==> src/rtl/control_pkg.sv <==
// Shared control encodings and the packed control word.
// Holds opcode constants, per-opcode field encodings and the bubble word.
package control_pkg;

  localparam int unsigned OP_NOP    = 0;
  localparam int unsigned OP_ADD    = 1;
  localparam int unsigned OP_SUB    = 2;
  localparam int unsigned OP_LOAD   = 3;
  localparam int unsigned OP_STORE  = 4;
  localparam int unsigned OP_BRANCH = 5;

  typedef struct packed {
    logic [3:0] calc;
    logic [2:0] mem;
    logic [1:0] wb;
    logic       illegal;
  } ctrlWord_t;

  localparam ctrlWord_t CW_BUBBLE = '0;
  localparam ctrlWord_t CW_NOP    = '{4'b0000, 3'b000, 2'b00, 1'b0};
  localparam ctrlWord_t CW_ADD    = '{4'b0010, 3'b000, 2'b10, 1'b0};
  localparam ctrlWord_t CW_SUB    = '{4'b0110, 3'b000, 2'b10, 1'b0};
  localparam ctrlWord_t CW_LOAD   = '{4'b0010, 3'b100, 2'b11, 1'b0};
  localparam ctrlWord_t CW_STORE  = '{4'b0010, 3'b010, 2'b00, 1'b0};
  localparam ctrlWord_t CW_BRANCH = '{4'b0110, 3'b001, 2'b00, 1'b0};

endpackage

==> src/rtl/pipeline_control_if.sv <==
// Decode-side handshake and per-stage control outputs of pipeline_control.
// master: decode/test side drives opCode/opValid/stall/flush; slave: pipeline_control.
interface pipeline_control_if #(
  parameter int OPCODE_WIDTH = 6,
  parameter int CALC_WIDTH   = 4,
  parameter int MEM_WIDTH    = 3,
  parameter int WB_WIDTH     = 2
);
  logic [OPCODE_WIDTH-1:0] opCode;
  logic                    opValid;
  logic                    stall;
  logic                    flush;
  logic [CALC_WIDTH-1:0]   calculationControl;
  logic                    exValid;
  logic [MEM_WIDTH-1:0]    memAccessControl;
  logic                    memValid;
  logic [WB_WIDTH-1:0]     writeBackControl;
  logic                    wbValid;
`ifdef PIPELINE_CONTROL_ILLEGAL_TRAP_EN
  logic                    illegalOp;

  modport master (
    output opCode, opValid, stall, flush,
    input  calculationControl, exValid,
    input  memAccessControl, memValid,
    input  writeBackControl, wbValid,
    input  illegalOp
  );
  modport slave (
    input  opCode, opValid, stall, flush,
    output calculationControl, exValid,
    output memAccessControl, memValid,
    output writeBackControl, wbValid,
    output illegalOp
  );
`else
  modport master (
    output opCode, opValid, stall, flush,
    input  calculationControl, exValid,
    input  memAccessControl, memValid,
    input  writeBackControl, wbValid
  );
  modport slave (
    input  opCode, opValid, stall, flush,
    output calculationControl, exValid,
    output memAccessControl, memValid,
    output writeBackControl, wbValid
  );
`endif
endinterface

==> src/rtl/control_decode.sv <==
// Combinational opcode -> control word decoder (shared with single-cycle path).
// Ports: opCode in; word = decoded control word; legal = opcode is defined.
module control_decode
  import control_pkg::*;
#(
  parameter int OPCODE_WIDTH = 6
) (
  input  logic [OPCODE_WIDTH-1:0] opCode,
  output ctrlWord_t               word,
  output logic                    legal
);

  always_comb begin
    word  = CW_BUBBLE;
    legal = 1'b1;
    unique case (1'b1)
      (opCode == OPCODE_WIDTH'(OP_NOP)):    word = CW_NOP;
      (opCode == OPCODE_WIDTH'(OP_ADD)):    word = CW_ADD;
      (opCode == OPCODE_WIDTH'(OP_SUB)):    word = CW_SUB;
      (opCode == OPCODE_WIDTH'(OP_LOAD)):   word = CW_LOAD;
      (opCode == OPCODE_WIDTH'(OP_STORE)):  word = CW_STORE;
      (opCode == OPCODE_WIDTH'(OP_BRANCH)): word = CW_BRANCH;
      default: begin
        word.illegal = 1'b1;
        legal        = 1'b0;
      end
    endcase
  end

endmodule

==> src/rtl/pipeline_control.sv <==
// Registered EX -> MEM -> WB control pipeline with stall and flush.
// Ports: clk, reset (sync, active-high), bus (slave modport of pipeline_control_if).
// Option: PIPELINE_CONTROL_ILLEGAL_TRAP_EN adds illegalOp and keeps illegal ops live.
module pipeline_control
  import control_pkg::*;
#(
  parameter int OPCODE_WIDTH = 6,
  parameter int CALC_WIDTH   = 4,
  parameter int MEM_WIDTH    = 3,
  parameter int WB_WIDTH     = 2
) (
  input logic               clk,
  input logic               reset,
  pipeline_control_if.slave bus
);

  ctrlWord_t decWord;
  logic      decLegal;
  logic      takeOp;
  ctrlWord_t exWord, memWord, wbWord;
  logic      exV, memV, wbV;

  control_decode #(
    .OPCODE_WIDTH(OPCODE_WIDTH)
  ) uDecode (
    .opCode(bus.opCode),
    .word  (decWord),
    .legal (decLegal)
  );

`ifdef PIPELINE_CONTROL_ILLEGAL_TRAP_EN
  // Illegal ops stay live so the trap bit reaches EX.
  assign takeOp = bus.opValid;
`else
  assign takeOp = bus.opValid & decLegal;
`endif

  always_ff @(posedge clk) begin
    if (reset) begin
      exWord  <= CW_BUBBLE;
      memWord <= CW_BUBBLE;
      wbWord  <= CW_BUBBLE;
      exV     <= 1'b0;
      memV    <= 1'b0;
      wbV     <= 1'b0;
    end else begin
      // WB always drains MEM so a branch in MEM completes.
      wbWord <= memWord;
      wbV    <= memV;
      if (bus.flush) begin
        exWord  <= CW_BUBBLE;
        exV     <= 1'b0;
        memWord <= CW_BUBBLE;
        memV    <= 1'b0;
      end else if (bus.stall) begin
        memWord <= CW_BUBBLE;
        memV    <= 1'b0;
      end else begin
        exWord  <= takeOp ? decWord : CW_BUBBLE;
        exV     <= takeOp;
        memWord <= exWord;
        memV    <= exV;
      end
    end
  end

  assign bus.calculationControl = CALC_WIDTH'(exWord.calc);
  assign bus.exValid            = exV;
  assign bus.memAccessControl   = MEM_WIDTH'(memWord.mem);
  assign bus.memValid           = memV;
  assign bus.writeBackControl   = WB_WIDTH'(wbWord.wb);
  assign bus.wbValid            = wbV;

`ifdef PIPELINE_CONTROL_ILLEGAL_TRAP_EN
  assign bus.illegalOp = exWord.illegal;
  logic unusedBits;
  assign unusedBits = ^{exWord.mem, exWord.wb,
                        memWord.calc, memWord.wb, memWord.illegal,
                        wbWord.calc, wbWord.mem, wbWord.illegal};
`else
  logic unusedBits;
  assign unusedBits = ^{exWord.mem, exWord.wb, exWord.illegal,
                        memWord.calc, memWord.wb, memWord.illegal,
                        wbWord.calc, wbWord.mem, wbWord.illegal};
`endif

endmodule

==> src/flat_wrapper.sv <==
// flat-port wrapper written by rule: the top's interface ports become plain ports
module pipeline_control_flat import control_pkg::*;
#(
  parameter int OPCODE_WIDTH = 6,
  parameter int CALC_WIDTH   = 4,
  parameter int MEM_WIDTH    = 3,
  parameter int WB_WIDTH     = 2
)
  (clk, reset, bus_opCode, bus_opValid, bus_stall, bus_flush, bus_calculationControl, bus_exValid, bus_memAccessControl, bus_memValid, bus_writeBackControl, bus_wbValid);
  pipeline_control_if #(.OPCODE_WIDTH(OPCODE_WIDTH), .CALC_WIDTH(CALC_WIDTH), .MEM_WIDTH(MEM_WIDTH), .WB_WIDTH(WB_WIDTH)) bus_i ();
  input logic clk;
  input logic reset;
  input wire logic [$bits(bus_i.opCode)-1:0] bus_opCode;
  input wire logic [$bits(bus_i.opValid)-1:0] bus_opValid;
  input wire logic [$bits(bus_i.stall)-1:0] bus_stall;
  input wire logic [$bits(bus_i.flush)-1:0] bus_flush;
  output wire logic [$bits(bus_i.calculationControl)-1:0] bus_calculationControl;
  output wire logic [$bits(bus_i.exValid)-1:0] bus_exValid;
  output wire logic [$bits(bus_i.memAccessControl)-1:0] bus_memAccessControl;
  output wire logic [$bits(bus_i.memValid)-1:0] bus_memValid;
  output wire logic [$bits(bus_i.writeBackControl)-1:0] bus_writeBackControl;
  output wire logic [$bits(bus_i.wbValid)-1:0] bus_wbValid;
  assign bus_i.opCode = bus_opCode;
  assign bus_i.opValid = bus_opValid;
  assign bus_i.stall = bus_stall;
  assign bus_i.flush = bus_flush;
  assign bus_calculationControl = bus_i.calculationControl;
  assign bus_exValid = bus_i.exValid;
  assign bus_memAccessControl = bus_i.memAccessControl;
  assign bus_memValid = bus_i.memValid;
  assign bus_writeBackControl = bus_i.writeBackControl;
  assign bus_wbValid = bus_i.wbValid;
  pipeline_control #(.OPCODE_WIDTH(OPCODE_WIDTH), .CALC_WIDTH(CALC_WIDTH), .MEM_WIDTH(MEM_WIDTH), .WB_WIDTH(WB_WIDTH)) u_core (.clk(clk), .reset(reset), .bus(bus_i));
endmodule
==> config.mk <==
export PLATFORM = sky130hd
export DESIGN_NAME = pipeline_control_flat
export DESIGN_NICKNAME = d
export VERILOG_FILES = /design/src/rtl/control_pkg.sv /design/src/rtl/pipeline_control_if.sv /design/src/rtl/control_decode.sv /design/src/rtl/pipeline_control.sv /design/src/flat_wrapper.sv
export SDC_FILE = /design/constraint.sdc
export NUM_CORES = 1
export LEC_CHECK = 0
export ABC_AREA = 0
export CAP_MARGIN = 30
export CORE_MARGIN = 2
export CORE_UTILIZATION = 35
export CTS_CLUSTER_DIAMETER = 150
export DETAILED_ROUTE_END_ITERATION = 10
export PLACE_DENSITY = 0.64
export SYNTH_ARGS = -nofsm -noshare
export SYNTH_HDL_FRONTEND = slang
export SYNTH_HIERARCHICAL = 1
export SYNTH_SLANG_ARGS = --single-unit
==> constraint.sdc <==
create_clock -name clk -period 1.9 [get_ports clk]
set_input_delay 0.38 -clock clk [delete_from_list [all_inputs] [get_ports clk]]
set_output_delay 0.38 -clock clk [all_outputs]
set_load 0.005 [all_outputs]
==> flow_summary.toml <==
[min_path]
holdCritPathClass = "flip-flop to flip-flop"
hold_end = "u_core/bus.writeBackControl[0]"
hp-start = "u_core/memWord[1]"
holdPathStages = 1

[global_routing]
grt_pass1_wl_um = 2110
antenna_found_initial = 0
grt_overflow_total = 0
gr-usage-all-layers = 0.107
grt_pass1_vias = 504
grt_max_degree = 16

[power_and_ir_drop]
powerDensity_nw_per_um2 = 637
totalPowerFinal_uw = 651
cellLeakagePower_uw = 0.000373
p_seq_frac = 0.612
cellInternalPower_uw = 512
p_sw_uw = 139
p_sw_frac = 0.213
combPwrFrac = 0.094
ir_drop_uv = 296
pwr-share-clk = 0.294

[die]
rows = 17
initial_core_util = 0.364
die_width_um = 51.7
ios = 23
fp.dieArea_um2 = 2670
coreArea_um2 = 2190
die_y_um = 51.7

[timing]
max_slew_margin = 0.654
period_needed_ps = 1550
slew_viol_final = 0
hold_ws_ps = 440
skew_ps = 0.541
min_period_over_period = 0.818
setup_viol_count_final = 0
final_hold_viol_count = 0
fin_tns_setup_ps = 0
fmax_ghz = 0.644
grt_setup_unrepaired = "no"
tightest_slew_ps = 518

[finish]
synthToLayoutAreaGrowth_pct = 28.3
fillCellCount = 208
fin_nets = 100
regArea_um2 = 380
final_util = 0.467
multi_input_area_um2 = 330
layout.cells.non_filler = 116
n_antenna_cell = 0
drive_gt1_frac = 0.205

[cts]
root_buffer = "clkbuf_4"
numCtsBuffers = 3
clk_latency_ps = 280
cts_setup_buffers = 0
clockBufferDepth = 2
ctsHoldBuffers = 0
cts-htree-levels = 1
cts_tree = "yes"
cts-resized-gates = 0
clk_pin_slew_worst_paths_ps = 100
clock-sinks = 19

[critical_path]
r2r_setup_slack_ps = 1210
critPathMaxFanout = 8
critical_path.startpoint_type = "primary input"
critical_path.endpoint_type = "flip-flop"
r2r_start = "u_core/bus.exValid"
reg2regPathDepth = 2
crit_required_ps = 2130
critPathArrivalTime_ps = 1780
r2r_end = "u_core/bus.exValid"
critPathKind = "primary input to flip-flop"

[synth]
netlist_instances = 69
synth.avg_cell_area_um2 = 11.6
ys_warn_count = 6
syn_area_um2 = 797

[routing]
drt_iter0_markers = 10
drt_first_pass_iters = 4
via_per_inst = 4.89
drt-total-wl_um = 1220
drc = 0
vias = 567
postRouteAntennaNets = 0
wl_per_cell_um = 10.5

[place]
place_inst = 112
io_buffers = 22
dp_hpwl_um = 928
gp_congestion = 0.764

[run]
cap_violations = 0

[outcome]
status = "complete, no violations"
-- registers in the layout, summed over array words and instances, names as in the netlist --
| signal | count |
|---|---|
| u_core/bus.wbValid | 1 |
| u_core/bus.memValid | 1 |
| u_core/bus.calculationControl | 4 |
| u_core/bus.exValid | 1 |
| u_core/memWord | 2 |
| u_core/bus.writeBackControl | 2 |
| u_core/exWord | 5 |
| u_core/bus.memAccessControl | 3 |
-- power groups by stage --
stage / registers [µW] / clock network (µW) / logic [µW]
final: 398 / 191 / 61.2
after CTS: 399 / 204 / 61.4
after floorplan: 408 / 0 / 23.2
after global routing: 399 / 219 / 66.8
after detailed placement: 408 / 0 / 61.3
after global placement: 408 / 0 / 60.6
-- critical path: stages --
cell and delay [ps]:
clkdlybuf4s50_1 460, a2111oi_4 380, and2_1 360, a32o_1 210
-- cell usage in the layout (no fill, tap or decap), types with 2 or more instances in the layout --
cell,count
clkbuf_4,3
nand3b_1,2
conb_1,2
and2b_1,3
nor3_1,3
nand2_1,2
and2_2,6
a32o_1,9
clkdlybuf4s50_1,22
buf_4,4
dfxtp_1,19
-- how the worst max path moves through the flow --
stage	from	end	slack, ps
3_5_place_dp	bus_opCode[2]	u_core/bus.calculationControl[2]	40
3_3_place_gp	bus_opCode[2]	u_core/bus.calculationControl[2]	50
5_1_grt	bus_opCode[2]	u_core/exWord[4]	260
2_1_floorplan	bus_opCode[2]	u_core/bus.calculationControl[1]	530
4_1_cts	bus_opCode[2]	u_core/bus.calculationControl[2]	350
6_report	bus_opCode[2]	u_core/exWord[4]	350
-- stage by stage --
step,setup slack (ps),instance area (µm²)
2_1_floorplan,526,801
3_3_place_gp,50.3,996
3_5_place_dp,39.8,996
4_1_cts,346,1020
5_1_grt,262,1020
6_report,347,1020
-- area by class of cell --
cell class,count,area share
flip-flops and latches,19,0.372
multi-input cells,39,0.323
well taps,28,0.0343
repair buffers,26,0.245
clock buffers,4,0.0257
-- per-layer routing --
layer,global-route usage,up-vias,part of all wire
met3,0.0374,2,0.059
met5,0,-,0
met4,0.0526,0,0.013
li1,-,285,-
met2,0.175,17,0.48
met1,0.123,263,0.45
(Power assumes the default switching activity.)
